$ cat src/rtl/parallel_to_serial_stream.sv
// Parallel-to-serial stream slicer: takes a P_WIDTH word on the input
// handshake and emits up to P_WIDTH/S_WIDTH beats of S_WIDTH bits on the
// output handshake, with per-word beat count and zero-bubble word chaining.
//
// Handshake rules (both ports): a transfer happens on a rising edge where
// valid and ready are both high. Once out_valid is high, out_data and
// out_last stay stable until the beat is taken; valid is never withdrawn.
// in_ready depends combinationally on out_ready so that a new word can be
// taken on the same edge as the last beat of the current one.
module parallel_to_serial_stream #(
  parameter int P_WIDTH   = 24,
  parameter int S_WIDTH   = 8,
  parameter int MSB_FIRST = 1,
  localparam int BEATS    = P_WIDTH / S_WIDTH,
  localparam int LEN_W    = (BEATS < 1) ? 1 : $clog2(BEATS + 1)
) (
  input  logic               clk,
  input  logic               rst,
  input  logic               in_valid,
  output logic               in_ready,
  input  logic [P_WIDTH-1:0] in_data,
  input  logic [LEN_W-1:0]   in_len,
  output logic               out_valid,
  input  logic               out_ready,
  output logic [S_WIDTH-1:0] out_data,
  output logic               out_last,
  output logic               busy
);

  if ((P_WIDTH % S_WIDTH) != 0 || S_WIDTH > P_WIDTH) begin : g_param_check
    $error("parallel_to_serial_stream: P_WIDTH must be a non-zero multiple of S_WIDTH");
  end

  localparam logic [LEN_W-1:0] BEATS_L = LEN_W'(BEATS);
  localparam logic [LEN_W-1:0] ONE     = LEN_W'(1);

  typedef enum logic {IDLE = 1'b0, SHIFT = 1'b1} state_t;

  state_t             state, state_nxt;
  logic [P_WIDTH-1:0] shreg;      // slices not yet presented, next one at the head
  logic [LEN_W-1:0]   beat_cnt;   // index of the beat currently on out_data
  logic [LEN_W-1:0]   len_q;      // effective beat count of the held word
  logic [LEN_W-1:0]   eff_len;
  logic [S_WIDTH-1:0] in_head, sh_head;
  logic [P_WIDTH-1:0] in_rest, sh_rest;
  logic               take, take_last, accept;

  assign take      = out_valid & out_ready;
  assign take_last = take & out_last;
  assign in_ready  = (state == IDLE) | take_last;
  assign accept    = in_valid & in_ready;
  assign out_valid = (state == SHIFT);
  assign busy      = (state == SHIFT);

  // Clamp the requested length: 0 or anything above BEATS means a full word.
  always_comb begin
    eff_len = in_len;
    if (in_len == '0 || in_len > BEATS_L) eff_len = BEATS_L;
  end

  // Slice selection: head is the next beat, rest moves the following slice to the head.
  always_comb begin
    in_head = '0;
    in_rest = '0;
    sh_head = '0;
    sh_rest = '0;
    if (MSB_FIRST != 0) begin
      in_head = in_data[P_WIDTH-1 -: S_WIDTH];
      in_rest = in_data << S_WIDTH;
      sh_head = shreg[P_WIDTH-1 -: S_WIDTH];
      sh_rest = shreg << S_WIDTH;
    end else begin
      in_head = in_data[S_WIDTH-1:0];
      in_rest = in_data >> S_WIDTH;
      sh_head = shreg[S_WIDTH-1:0];
      sh_rest = shreg >> S_WIDTH;
    end
  end

  // State register.
  always_ff @(posedge clk) begin
    if (rst) state <= IDLE;
    else     state <= state_nxt;
  end

  // Next-state: a word arriving on the last-beat edge keeps us in SHIFT.
  always_comb begin
    state_nxt = state;
    unique case (state)
      IDLE:    if (accept) state_nxt = SHIFT;
      SHIFT: begin
        if (accept)         state_nxt = SHIFT;
        else if (take_last) state_nxt = IDLE;
      end
      default: state_nxt = IDLE;
    endcase
  end

  // Datapath: load first slice on accept, step on each taken beat, zero when idle.
  always_ff @(posedge clk) begin
    if (rst) begin
      shreg    <= '0;
      beat_cnt <= '0;
      len_q    <= '0;
      out_data <= '0;
      out_last <= 1'b0;
    end else if (accept) begin
      out_data <= in_head;
      shreg    <= in_rest;
      beat_cnt <= '0;
      len_q    <= eff_len;
      out_last <= (eff_len == ONE);
    end else if (take_last) begin
      out_data <= '0;
      out_last <= 1'b0;
      beat_cnt <= '0;
    end else if (take) begin
      out_data <= sh_head;
      shreg    <= sh_rest;
      beat_cnt <= beat_cnt + ONE;
      out_last <= ((beat_cnt + ONE) == (len_q - ONE));
    end
  end

endmodule
$ cat config.mk
export PLATFORM = sky130hd
export DESIGN_NAME = parallel_to_serial_stream
export DESIGN_NICKNAME = d
export VERILOG_FILES = /design/src/rtl/parallel_to_serial_stream.sv
export SDC_FILE = /design/constraint.sdc
export NUM_CORES = 1
export LEC_CHECK = 0
export ABC_CLOCK_PERIOD_IN_PS = 1500
export BUFFER_PORTS_ARGS = -buffer_cell sky130_fd_sc_hd__buf_2
export CAP_MARGIN = 10
export CORE_MARGIN = 8
export CORE_UTILIZATION = 43
export CTS_CLUSTER_DIAMETER = 100
export DETAILED_ROUTE_END_ITERATION = 6
export PLACE_DENSITY = 0.81
export SLEW_MARGIN = 40
export SYNTH_ARGS = -nofsm -noshare
export SYNTH_HDL_FRONTEND = slang
export SYNTH_SLANG_ARGS = --single-unit
$ cat constraint.sdc
create_clock -name clk -period 1.5 [get_ports clk]
set_clock_uncertainty 0.15 [all_clocks]
set_input_delay 0.225 -clock clk [delete_from_list [all_inputs] [get_ports clk]]
set_output_delay 0.225 -clock clk [all_outputs]
set_load 0.05 [all_outputs]
Yosys cells after proc, flatten, opt, wreduce, memory -nomap -nowiden
Cells that the tools add are included.
Widths: inputs -> output; s select.
{"block": "totals", "register_bits": 30, "input_bits": 30, "output_inout_bits": 12, "word_cells": 37}
{"block": "op_classes", "n_addsub": 2, "order_cmp": 1, "eq_ne": 3, "mux": 14, "bitwise_logic": 5, "reduce_logical": 6}
{"operator": "$mux 24", "count": 3}
{"operator": "$mux 8", "count": 3}
{"operator": "$mux 1", "count": 6}
{"operator": "$and 1x1->1", "count": 3}
{"operator": "$reduce_bool 3->1", "count": 1}
{"operator": "$reduce_or 3->1", "count": 1}
{"operator": "$add 2x1->2 const B", "count": 1}
{"operator": "$eq 2x1->1 const B", "count": 1}
{"operator": "$eq 2x2->1", "count": 1}
{"operator": "$gt 2x2->1 const B", "count": 1}
{"operator": "$logic_not 2->1", "count": 1}
{"operator": "$mux 2", "count": 1}
{"operator": "$ne 2x1->1 const B", "count": 1}
{"operator": "$pmux 1 s2", "count": 1}
{"operator": "$reduce_and 2->1", "count": 1}
{"operator": "$reduce_bool 2->1", "count": 1}
{"operator": "$sub 2x1->2 const B", "count": 1}
{"operator": "$logic_or 1x1->1", "count": 1}
{"operator": "$not 1->1", "count": 1}
{"operator": "$or 1x1->1", "count": 1}

Depth between registers and ports, before layout
Gate-level depths: netlist of the first run.
{"block": "logic_depth", "ltp_word": 6, "mapped_depth": 5, "depth_no_buf": 4}

Worst setup path after synthesis of the first run
OpenSTA, ideal clock, no wires.
{"block": "synth_timing", "path_type": "register to register", "start": "reg state (netlist: busy)", "end": "reg out_data[0]", "setup_time_ns": 0.128, "arrival_ns": 1.795, "required_ns": 1.222, "slack_ns": -0.572, "stages_incl_launch_ff": 6, "n_path_buf": 1, "period_less_slack_ns": 2.072, "cell_sequence": "dfxtp_1 a21bo_2 and2_4 buf_6 a222oi_1 nor2_1"}
{"block": "synth_between", "elab_chain_cells": 5, "word_cells_on_any_way": 8, "cone_classes": "mux: 2; bitwise: 5; reduce/logical: 1"}
{"item": "from (decl)", "line": "39", "text": "state_t state, state_nxt;"}
{"item": "from (signal assigned)", "line": "83", "text": "else state <= state_nxt;"}
{"item": "$and 1x1->1", "line": "48", "text": "assign take = out_valid & out_ready;"}
{"item": "$and 1x1->1", "line": "49", "text": "assign take_last = take & out_last;"}
{"item": "$or 1x1->1 *", "line": "50", "text": "assign in_ready = (state == IDLE) | take_last;"}
{"item": "net in_ready", "line": "20", "text": "output logic in_ready,"}
{"item": "$and 1x1->1 *", "line": "51", "text": "assign accept = in_valid & in_ready;"}
{"item": "$reduce_bool 3->1 (no source line) or $mux 8 (tied branches)"}
{"item": "to (signal assigned)", "line": "108", "text": "out_data <= in_head;"}
{"item": "to (signal assigned)", "line": "118", "text": "out_data <= sh_head;"}
{"item": "to (decl)", "line": "25", "text": "output logic [S_WIDTH-1:0] out_data,"}
Mark *: on every way through the listed nets, which the timed path passes. The rest lies on a longest branch.
A chain may end at the register's enable or synchronous reset.

Final worst setup path of the first run
{"block": "layout_timing", "start": "reg state (netlist: busy)", "end": "reg out_data[2]"}
{"block": "layout_between", "elab_chain_cells": 5, "word_cells_on_any_way": 8, "cone_classes": "mux: 2; bitwise: 5; reduce/logical: 1"}
{"item": "$and 1x1->1", "line": "48"}
{"item": "$and 1x1->1", "line": "49"}
{"item": "$or 1x1->1", "line": "50"}
{"item": "$and 1x1->1", "line": "51"}
{"item": "$reduce_bool 3->1 (no source line) or $mux 8 (tied branches)"}
Parallel ways exist; a longest one is shown, timed or not.

==> results.cfg, run 1 <==
[outcome]
run_status = finished with violations
violations = setup timing

[logic_synthesis]
synth_seq_area_share_pct = 51.9
synth_top_area_share_pct = 51.9
syn_area_um2 = 1160
synth_top_area_cell = dfxtp_1
synth_edf_count = 0
yosysMostFrequentCell = nor2_1
ys_top_cells_by_area = dfxtp_1 (52%), nor2_1 (14%), a222oi_1 (6.9%)
syn_area_per_cell_um2 = 8.83
synth_commonest_cells = nor2_1 (44), dfxtp_1 (30), a222oi_1 (8), a22oi_1 (8), nor4_1 (8)
synthFlopType = dfxtp_1
ys_types = 26
syn-num-nets = 161
synth-async-reset-ratio_pct = 0
synthCells = 131
yosys_warnings = 0
synth_seq_cells = 30

[pwr]
p_clk_share_pct = 39.3
comb_power_share_pct = 18.8
p_leak_nw = 0.782
netSwitchingFraction_pct = 26.0
power.density_nw_per_um2 = 1230
finalPower_mw = 2.15
p_sw_mw = 0.559
seqPwrFrac_pct = 41.9
vdd_drop_max_mv = 1.23
internal-power_mw = 1.59

[die]
fp-row-count = 19
die_w_um = 67.9
dieHeight_um = 67.9
coreArea_um2 = 2660
ios = 42
initial_core_util_pct = 43.5
die_area_um2 = 4610

[final_layout]
fin_nets = 223
area_delta_synth_final_pct = 50.9
finalNonFillerCells = 225
diodes = 0
final_area_um2 = 1750
drive_above_1_share_pct = 38.1

[worst_setup_path]
rr_worst_depth = 4
reg2reg_from = busy
rrSetupSlack_ns = -0.06
cp-end-kind = flop
critPathLaunchType = flop
r2r_end = out_data[2]
worstSetupStartpoint = busy
crit_required_ns = 1.55
cp.arrival_ns = 1.61
path_class = reg2reg
endpoint = out_data[2]
critPathMaxFanout = 8

[run]
max_cap_violations = 0

[placement]
placed_cells = 200
portBuffers = 41
gp_congestion = 0.836
dpl-instance-area_um2 = 1410
dp_slack_ns = -0.0295

[hold_path]
hp-class = in2reg

[detailed_routing]
vias_per_cell = 5.58
totalWireLength_um = 3480
postRouteAntennaNets = 0
drc = 0
drtIter0Drc = 89
wl_per_cell_um = 15.5
vias = 1256
first_pass_iters = 6

[timing]
rsz0062_at_grt = yes
max_clock_freq_mhz = 642
setup_viol = 4
period_share_pct = 104
hold_viol_final = 0
fin_crit_ns = 1.56
slew_viol_final = 0
fin_ws_ns = -0.0571
setup_tns_ns = -0.115
slew_headroom_pct = 64.4
worstMarginPinSlew_ns = 0.533

[global_routing]
grt_overflow = 0
grt_pass1_vias = 1189
grt_pass1_wl_um = 5330
grt_max_degree = 31
track_usage_pct = 15.3
antenna_found_initial = 0

[clock_network]
h-tree-depth = 2
cts_buffer_depth = 2
cts_root_buffer = clkbuf_4
cts_tree = yes
clk_latency_ns = 0.33
cts_buffers = 5
clk_pin_slew_ns = 0.10
cts.sinks = 30
[flip-flops by register name (all words and copies together), names as in the netlist]
name,cells
out_data,8
beat_cnt,2
len_q,2
shreg,16
out_last,1
busy,1
[critical path: stages, from the launching register on]
cell and delay [ns]:
dfxtp_4 0.40, a21bo_4 0.25, and2_4 0.17, a222oi_1 0.38, nor2_1 0.09
[repair_timing]
action | in CTS | in global routing
gates resized for setup | 1 | 16
hold buffers | 10 | 2
pin swaps | 0 | 11
cloned | 0 | 1
setup buffers | 3 | 1
endpoints found under the setup margin | 7 | 27
endpoints found under the hold margin | 10 | 2
[power by group through the flow]
stage / Combinational [mW] / Clock [mW] / Sequential (mW)
after detailed placement: 0.335 / 0 / 0.914
final: 0.405 / 0.845 / 0.900
after floorplan: 0.170 / 0 / 0.967
after global placement: 0.326 / 0 / 0.910
after CTS: 0.367 / 0.859 / 0.896
after global routing: 0.437 / 0.888 / 0.907
[cells by family after synthesis]
kind of cell / count (synthesis) / share of synthesized area, %
flops: 30 / 51.9
xor+xnor: 2 / 1.51
simple gates: 63 / 24.2
buf+inv: 8 / 3.68
compound gates: 28 / 18.7
[cells in the final DEF (no fill, tap or decap), types with 2 or more instances in the layout]
master / count
a21oi_1: 3
a222oi_1: 8
a22oi_2: 8
and2_4: 2
buf_2: 39
buf_4: 7
bufinv_16: 2
clkbuf_4: 6
dfxtp_1: 28
dlygate4sd3_1: 12
inv_1: 2
nand2_1: 3
nand3b_1: 2
nor2_1: 44
nor3_1: 2
nor4_1: 8
o21ai_2: 2
[final cells by class]
type / instances / area, µm²
clock inverter: 2 / 60.1
tap: 31 / 38.8
fill: 224 / 916
multi-input combinational: 94 / 588
inverter: 2 / 7.51
clock buffer: 6 / 51.3
timing repair buffer: 60 / 395
sequential: 30 / 606
[metrics by stage]
stage,utilization (%),hold WS [ns]
2_1_floorplan,-,0.184
3_3_place_gp,53.1,0.289
3_5_place_dp,53.1,0.295
6_report,65.6,0.0213
5_1_grt,65.6,0.00621
4_1_cts,61.9,0.000736
[how the worst min path moves through the flow]
stage | startpoint | endpoint | slack, ns | depth (start not counted)
6_report | in_data[14] | shreg[22] | 0.02 | 3
5_1_grt | in_data[11] | shreg[19] | 0.006 | 3
4_1_cts | in_data[19] | out_data[3] | 0.0007 | 3
3_5_place_dp | in_len[1] | len_q[0] | 0.29 | 2
3_3_place_gp | in_len[1] | len_q[0] | 0.29 | 2
2_1_floorplan | in_len[1] | len_q[0] | 0.18 | 1
[per-layer routing]
| metal | global-route usage [%] | vias to the layer above | part of all wire (%) | wire, µm |
|---|---|---|---|---|
| met5 | 0 | - | 0 | 0 |
| met4 | 7.42 | 0 | 1.1 | 37 |
| met3 | 6.71 | 5 | 8.9 | 311 |
| met2 | 24.9 | 64 | 50 | 1740 |
| met1 | 17.0 | 589 | 40 | 1390 |
| li1 | - | 598 | - | - |
No activity file was read; power rests on OpenSTA's default activity.
==> run 2: changes to the inputs <==
--- a/config.mk
+++ b/config.mk
@@ -8,11 +8,13 @@
 export ABC_CLOCK_PERIOD_IN_PS = 1500
 export BUFFER_PORTS_ARGS = -buffer_cell sky130_fd_sc_hd__buf_2
 export CAP_MARGIN = 10
+export CELL_PAD_IN_SITES_DETAIL_PLACEMENT = 0
+export CELL_PAD_IN_SITES_GLOBAL_PLACEMENT = 1
 export CORE_MARGIN = 8
-export CORE_UTILIZATION = 43
+export CORE_UTILIZATION = 31
 export CTS_CLUSTER_DIAMETER = 100
 export DETAILED_ROUTE_END_ITERATION = 6
-export PLACE_DENSITY = 0.81
+export PLACE_DENSITY = 0.8
 export SLEW_MARGIN = 40
 export SYNTH_ARGS = -nofsm -noshare
 export SYNTH_HDL_FRONTEND = slang
==> run 2 against run 1 <==
  * The flow now finishes without violations
  * Non-clock buffer count is 11 lower
  * Sequential power decreased by 0.7%
  * Hold slack gained 0.011 ns
  * Via count shrank 6.1%
  * Final cell count up 2.7%
  * Register-to-register slack improved by 0.098 ns
  * Total power up 2.7%
  * Critical path depth up 1
  * Clock power increased by 12%
  * Sequential share of layout area up 2.1 points
  * Core utilization decreased by 20 points
  * Setup slack better by 0.098 ns
  * Critical path type unchanged
  * Largest cell class unchanged
==> results.cfg, run 2 (synthesis results as in run 1) <==
[detailed_routing]
totalWireLength_um = 3450
drtIter0Drc = 120
wl_per_cell_um = 14.9
first_pass_iters = 5
drc = 0
postRouteAntennaNets = 0
vias_per_cell = 5.11
vias = 1180

[timing]
holdWs_ns = 0.0322
hold_viol_final = 0
period_share_pct = 97.2
max_clock_freq_mhz = 686
slew_headroom_pct = 65.0
setup_viol = 0
fin_crit_ns = 1.46
rsz0062_at_grt = yes
worstMarginPinSlew_ns = 0.524
slew_viol_final = 0

[worst_setup_path]
path_class = reg2reg
cp_slowest_cell = dfxtp_4
path_cells = a21bo_4 > and2_4 > buf_4 > a22oi_1 > nor2_1
slowest_delay_ns = 0.37
critPathMaxFanout = 8
rrSetupSlack_ns = 0.04
cp-end-kind = flop
cp.depth = 5
crit_required_ns = 1.51
crit_family = compound AO/OA/AOI/OAI gates
crit_buf_inv = 1
critPathLaunchType = flop
rr_worst_depth = 5
cp.arrival_ns = 1.47

[final_layout]
drive_above_1_share_pct = 36.6
final_common_cell = nor2_1
finalNonFillerCells = 231
final_cell_mix = nor2_1 (44), buf_2 (40), dfxtp_1 (28), a222oi_1 (8), nor4_1 (8)
fin_nets = 212
postLayoutCoreUtil_pct = 45.3
top_regs = shreg x16, out_data x8
area_delta_synth_final_pct = 42.2
top_register = shreg
largest_reg_flops = 16
diodes = 0

[pwr]
power.density_nw_per_um2 = 1340
p_leak_nw = 0.743
vdd_drop_max_mv = 0.412

[die]
initial_core_util_pct = 31.9
ios = 42
dieHeight_um = 77.1
fp-row-count = 22
die_w_um = 77.1
coreArea_um2 = 3630
die_area_um2 = 5940

[placement]
portBuffers = 41
placed_cells = 219
gp_congestion = 0.873
place_hpwl_um = 2420

[clock_network]
cts_root_buffer = clkbuf_8
clk_latency_ns = 0.28
cts.sinks = 30
h-tree-depth = 2
cts_tree = yes
cts_buffers = 5
cts_buffer_depth = 2
clk_pin_slew_ns = 0.07

[global_routing]
track_usage_pct = 11.8
grt_pass1_vias = 1239
grt_pass1_wl_um = 5690
grt_max_degree = 31
antenna_found_initial = 0
grt_overflow = 0

[outcome]
run_status = finished, final reports clean

[hold_path]
hold_path_depth = 3
hp-class = in2reg

[run]
max_cap_violations = 0
## run 2: changes by cell type in the layout (fill, tap and decap cells not counted), sizes merged
| cell | previous run | this run |
|---|---|---|
| dlygate4sd3 | 12 | 1 |
| buf | 47 | 48 |
| bufinv | 2 | 1 |
## run 2: layout make-up
| class | instances | area [µm²] |
|---|---|---|
| Inverter | 2 | 7.51 |
| Clock buffer | 7 | 108 |
| Multi-Input combinational cell | 94 | 552 |
| Tap cell | 48 | 60.1 |
| Clock inverter | 1 | 30.0 |
| Fill cell | 382 | 1990 |
| Sequential cell | 30 | 606 |
| Timing Repair Buffer | 49 | 283 |
## run 2: layer usage
metal	part of all wire [%]	track usage [%]	routed length, µm
met1	42	12.1	1450
met2	46	20.1	1600
met3	9.5	4.08	326
met4	2.1	7.36	72
met5	0	0	0
## run 2: path summary, 6_finish.rpt
kind | from | endpoint
worst max-delay path | busy | shreg[11]
worst min-delay path | in_data[20] | out_data[4]
worst max register to register | busy | shreg[11]
worst min register to register | len_q[1] | len_q[1]
## run 2: power breakdown
group	internal (mW)	leakage, nW	switching (mW)	total [mW]
Clock	0.641	0.0696	0.304	0.945
Combinational	0.143	0.425	0.226	0.368
Sequential	0.856	0.248	0.0378	0.894
Total	1.64	0.743	0.568	2.21
## run 2: repair_timing
action	CTS	global route
resized for setup	3	4
cloned	1	0
hold buffers	1	0
hold endpoints to repair	1	0
setup endpoints to repair	5	21
buffers inserted	1	1
pin swaps	2	2
## run 2: stage by stage
stage / setup WS [ns] / instance area, µm² / power, mW / setup TNS, ns
6_report: 0.0414 / 1650 / 2.21 / 0
5_1_grt: -0.0448 / 1650 / 2.29 / -0.141
4_1_cts: 0.00633 / 1620 / 2.23 / 0
3_5_place_dp: -0.0359 / 1450 / 1.25 / -0.101
3_3_place_gp: 0.0375 / 1450 / 1.25 / 0
2_1_floorplan: -0.176 / 1170 / 1.14 / -1.99
## run 2: tightest hold or removal path: stages
cell and delay [ns]:
buf_2 0.08, a222oi_1 0.05, nor2_1 0.08
==> run 3: changes to the inputs <==
==> constraint.sdc (replaced) <==
create_clock -name clk -period 1.5 [get_ports clk]
set_clock_uncertainty 0.15 [all_clocks]
set_input_delay 0.375 -clock clk [delete_from_list [all_inputs] [get_ports clk]]
set_output_delay 0.375 -clock clk [all_outputs]
set_load 0.05 [all_outputs]
==> run 3 against run 2 <==
  * Fmax is 6.6% lower
  * Via count decreased by 0.51%
  * Clock power fell by 30%
  * Global-route usage up 0.47 points
  * Highest routed layer unchanged
  * The flow now finishes with violations (setup timing)
  * Critical path depth fell by 3
  * Die area did not move
  * Flip-flop and latch count did not move
  * Non-clock buffer count increased by 6
  * Cell area increased by 1.8%
  * Hold slack gained 0.15 ns
  * Final cell count grew 2.2%
  * First-iteration DRC count up 24%
==> results.cfg, run 3 (synthesis results as in run 1) <==
[outcome]
violations = setup timing
run_status = finished with violations

[timing]
worstMarginPinSlew_ns = 0.627
max_clock_freq_mhz = 640
fin_ws_ns = -0.0624
setup_tns_ns = -0.0624
fin_crit_ns = 1.56
setup_viol = 1
slew_headroom_pct = 57.9
period_share_pct = 104
hold_viol_final = 0
rsz0062_at_grt = yes
slew_viol_final = 0

[placement]
gp_congestion = 0.759
portBuffers = 41
place_hpwl_um = 2660
dp_slack_ns = -0.147

[clock_network]
clk_latency_ns = 0.28
cts.sinks = 30
clk_pin_slew_ns = 0.06
postCtsHoldBufs = 0
cts_buffers = 5
cts_tree = yes
cts_buffer_depth = 2
h-tree-depth = 2
cts_root_buffer = clkbuf_8

[hold_path]
hold_end = len_q[0]
hold_path_depth = 2
hp-class = in2reg
min-delay-start = in_len[1]

[worst_setup_path]
r2r_end = out_data[7]
cp_slowest_cell = dfxtp_4
cp-end-kind = output pin
crit_buf_inv = 1
slowest_delay_ns = 0.37
rrSetupSlack_ns = 0
crit_required_ns = 0.97
critPathLaunchType = flop
cp.arrival_ns = 1.04
path_class = reg2out
critPathMaxFanout = 6
reg2reg_from = busy
path_cells = a21bo_4 > buf_6
rr_worst_depth = 4
crit_family = flip-flops

[final_layout]
final_common_cell = nor2_1
drive_above_1_share_pct = 38.3
fin_nets = 217
area_delta_synth_final_pct = 44.8
final_cell_mix = nor2_1 (44), buf_2 (40), dfxtp_1 (28), buf_4 (10)
largest_reg_flops = 16
top_register = shreg
diodes = 0
postLayoutCoreUtil_pct = 46.1
top_regs = shreg x16, out_data x8

[die]
dieHeight_um = 77.1
initial_core_util_pct = 31.9
ios = 42
coreArea_um2 = 3630
die_w_um = 77.1
fp-row-count = 22
die_area_um2 = 5940

[pwr]
vdd_drop_max_mv = 0.320
internal-power_mw = 1.39
p_leak_nw = 0.761
p_sw_mw = 0.569
power.density_nw_per_um2 = 1170
seqPwrFrac_pct = 45.7
p_clk_share_pct = 33.8
netSwitchingFraction_pct = 29.0
comb_power_share_pct = 20.5

[run]
max_cap_violations = 0

[global_routing]
grt_overflow = 0
grt_pass1_vias = 1263
track_usage_pct = 12.3
grt_pass1_wl_um = 5940
grt_max_degree = 31
antenna_found_initial = 0

[detailed_routing]
wl_per_cell_um = 15.4
vias_per_cell = 4.97
totalWireLength_um = 3630
postRouteAntennaNets = 0
drtIter0Drc = 149
drc = 0
first_pass_iters = 4
vias = 1174
-- run 3: area by class of cell --
class | instances | area (µm²)
Clock buffer | 7 | 86.3
Clock inverter | 1 | 5.00
Fill cell | 361 | 1960
Inverter | 2 | 7.51
Multi-Input combinational cell | 93 | 553
Sequential cell | 30 | 606
Tap cell | 48 | 60.1
Timing Repair Buffer | 55 | 358
-- run 3: per-stage QoR --
stage	area, µm²	instances	hold slack [ns]	power (mW)
after floorplan	1170	131	0.299	1.14
after global placement	1530	227	0.314	1.28
after detailed placement	1530	227	0.332	1.29
after CTS	1650	236	0.145	1.96
after global routing	1680	236	0.178	2.05
final	1680	236	0.181	1.96
-- run 3: worst reg2reg max path, cell delays in order, from the launching register on --
cell and delay [ns]:
dfxtp_4 0.37, a21bo_4 0.24, and2_4 0.20, a222oi_1 0.36
nor2_1 0.07
-- run 3: what timing repair did --
| action | CTS | global route |
|---|---|---|
| setup buffers | 1 | 0 |
| endpoints found under the setup margin | 3 | 19 |
| pin swaps | 1 | 1 |
| resized for setup | 4 | 7 |
-- run 3: power by group through the flow --
| stage | Combinational [mW] | Clock [mW] | Sequential (mW) |
|---|---|---|---|
| final | 0.403 | 0.664 | 0.896 |
| after detailed placement | 0.379 | 0 | 0.913 |
| after CTS | 0.392 | 0.675 | 0.896 |
| after global placement | 0.369 | 0 | 0.909 |
| after floorplan | 0.170 | 0 | 0.967 |
| after global routing | 0.434 | 0.712 | 0.903 |
-- run 3: layer usage --
metal | up-vias | track usage (%) | part of all wire, %
met5 | - | 0 | 0
met4 | 0 | 6.42 | 2.4
met3 | 8 | 4.31 | 7.0
met2 | 39 | 20.6 | 48
met1 | 541 | 13.2 | 43
li1 | 586 | - | -
-- run 3: how the worst max path moves through the flow --
stage,start,end,slack (ns),depth (start not counted)
after floorplan,busy,out_data[0],-0.18,5
after global placement,out_ready,out_data[6],-0.08,5
after detailed placement,out_ready,out_last,-0.15,6
after CTS,busy,in_ready,-0.07,2
after global routing,busy,in_ready,-0.09,2
final,busy,in_ready,-0.06,2
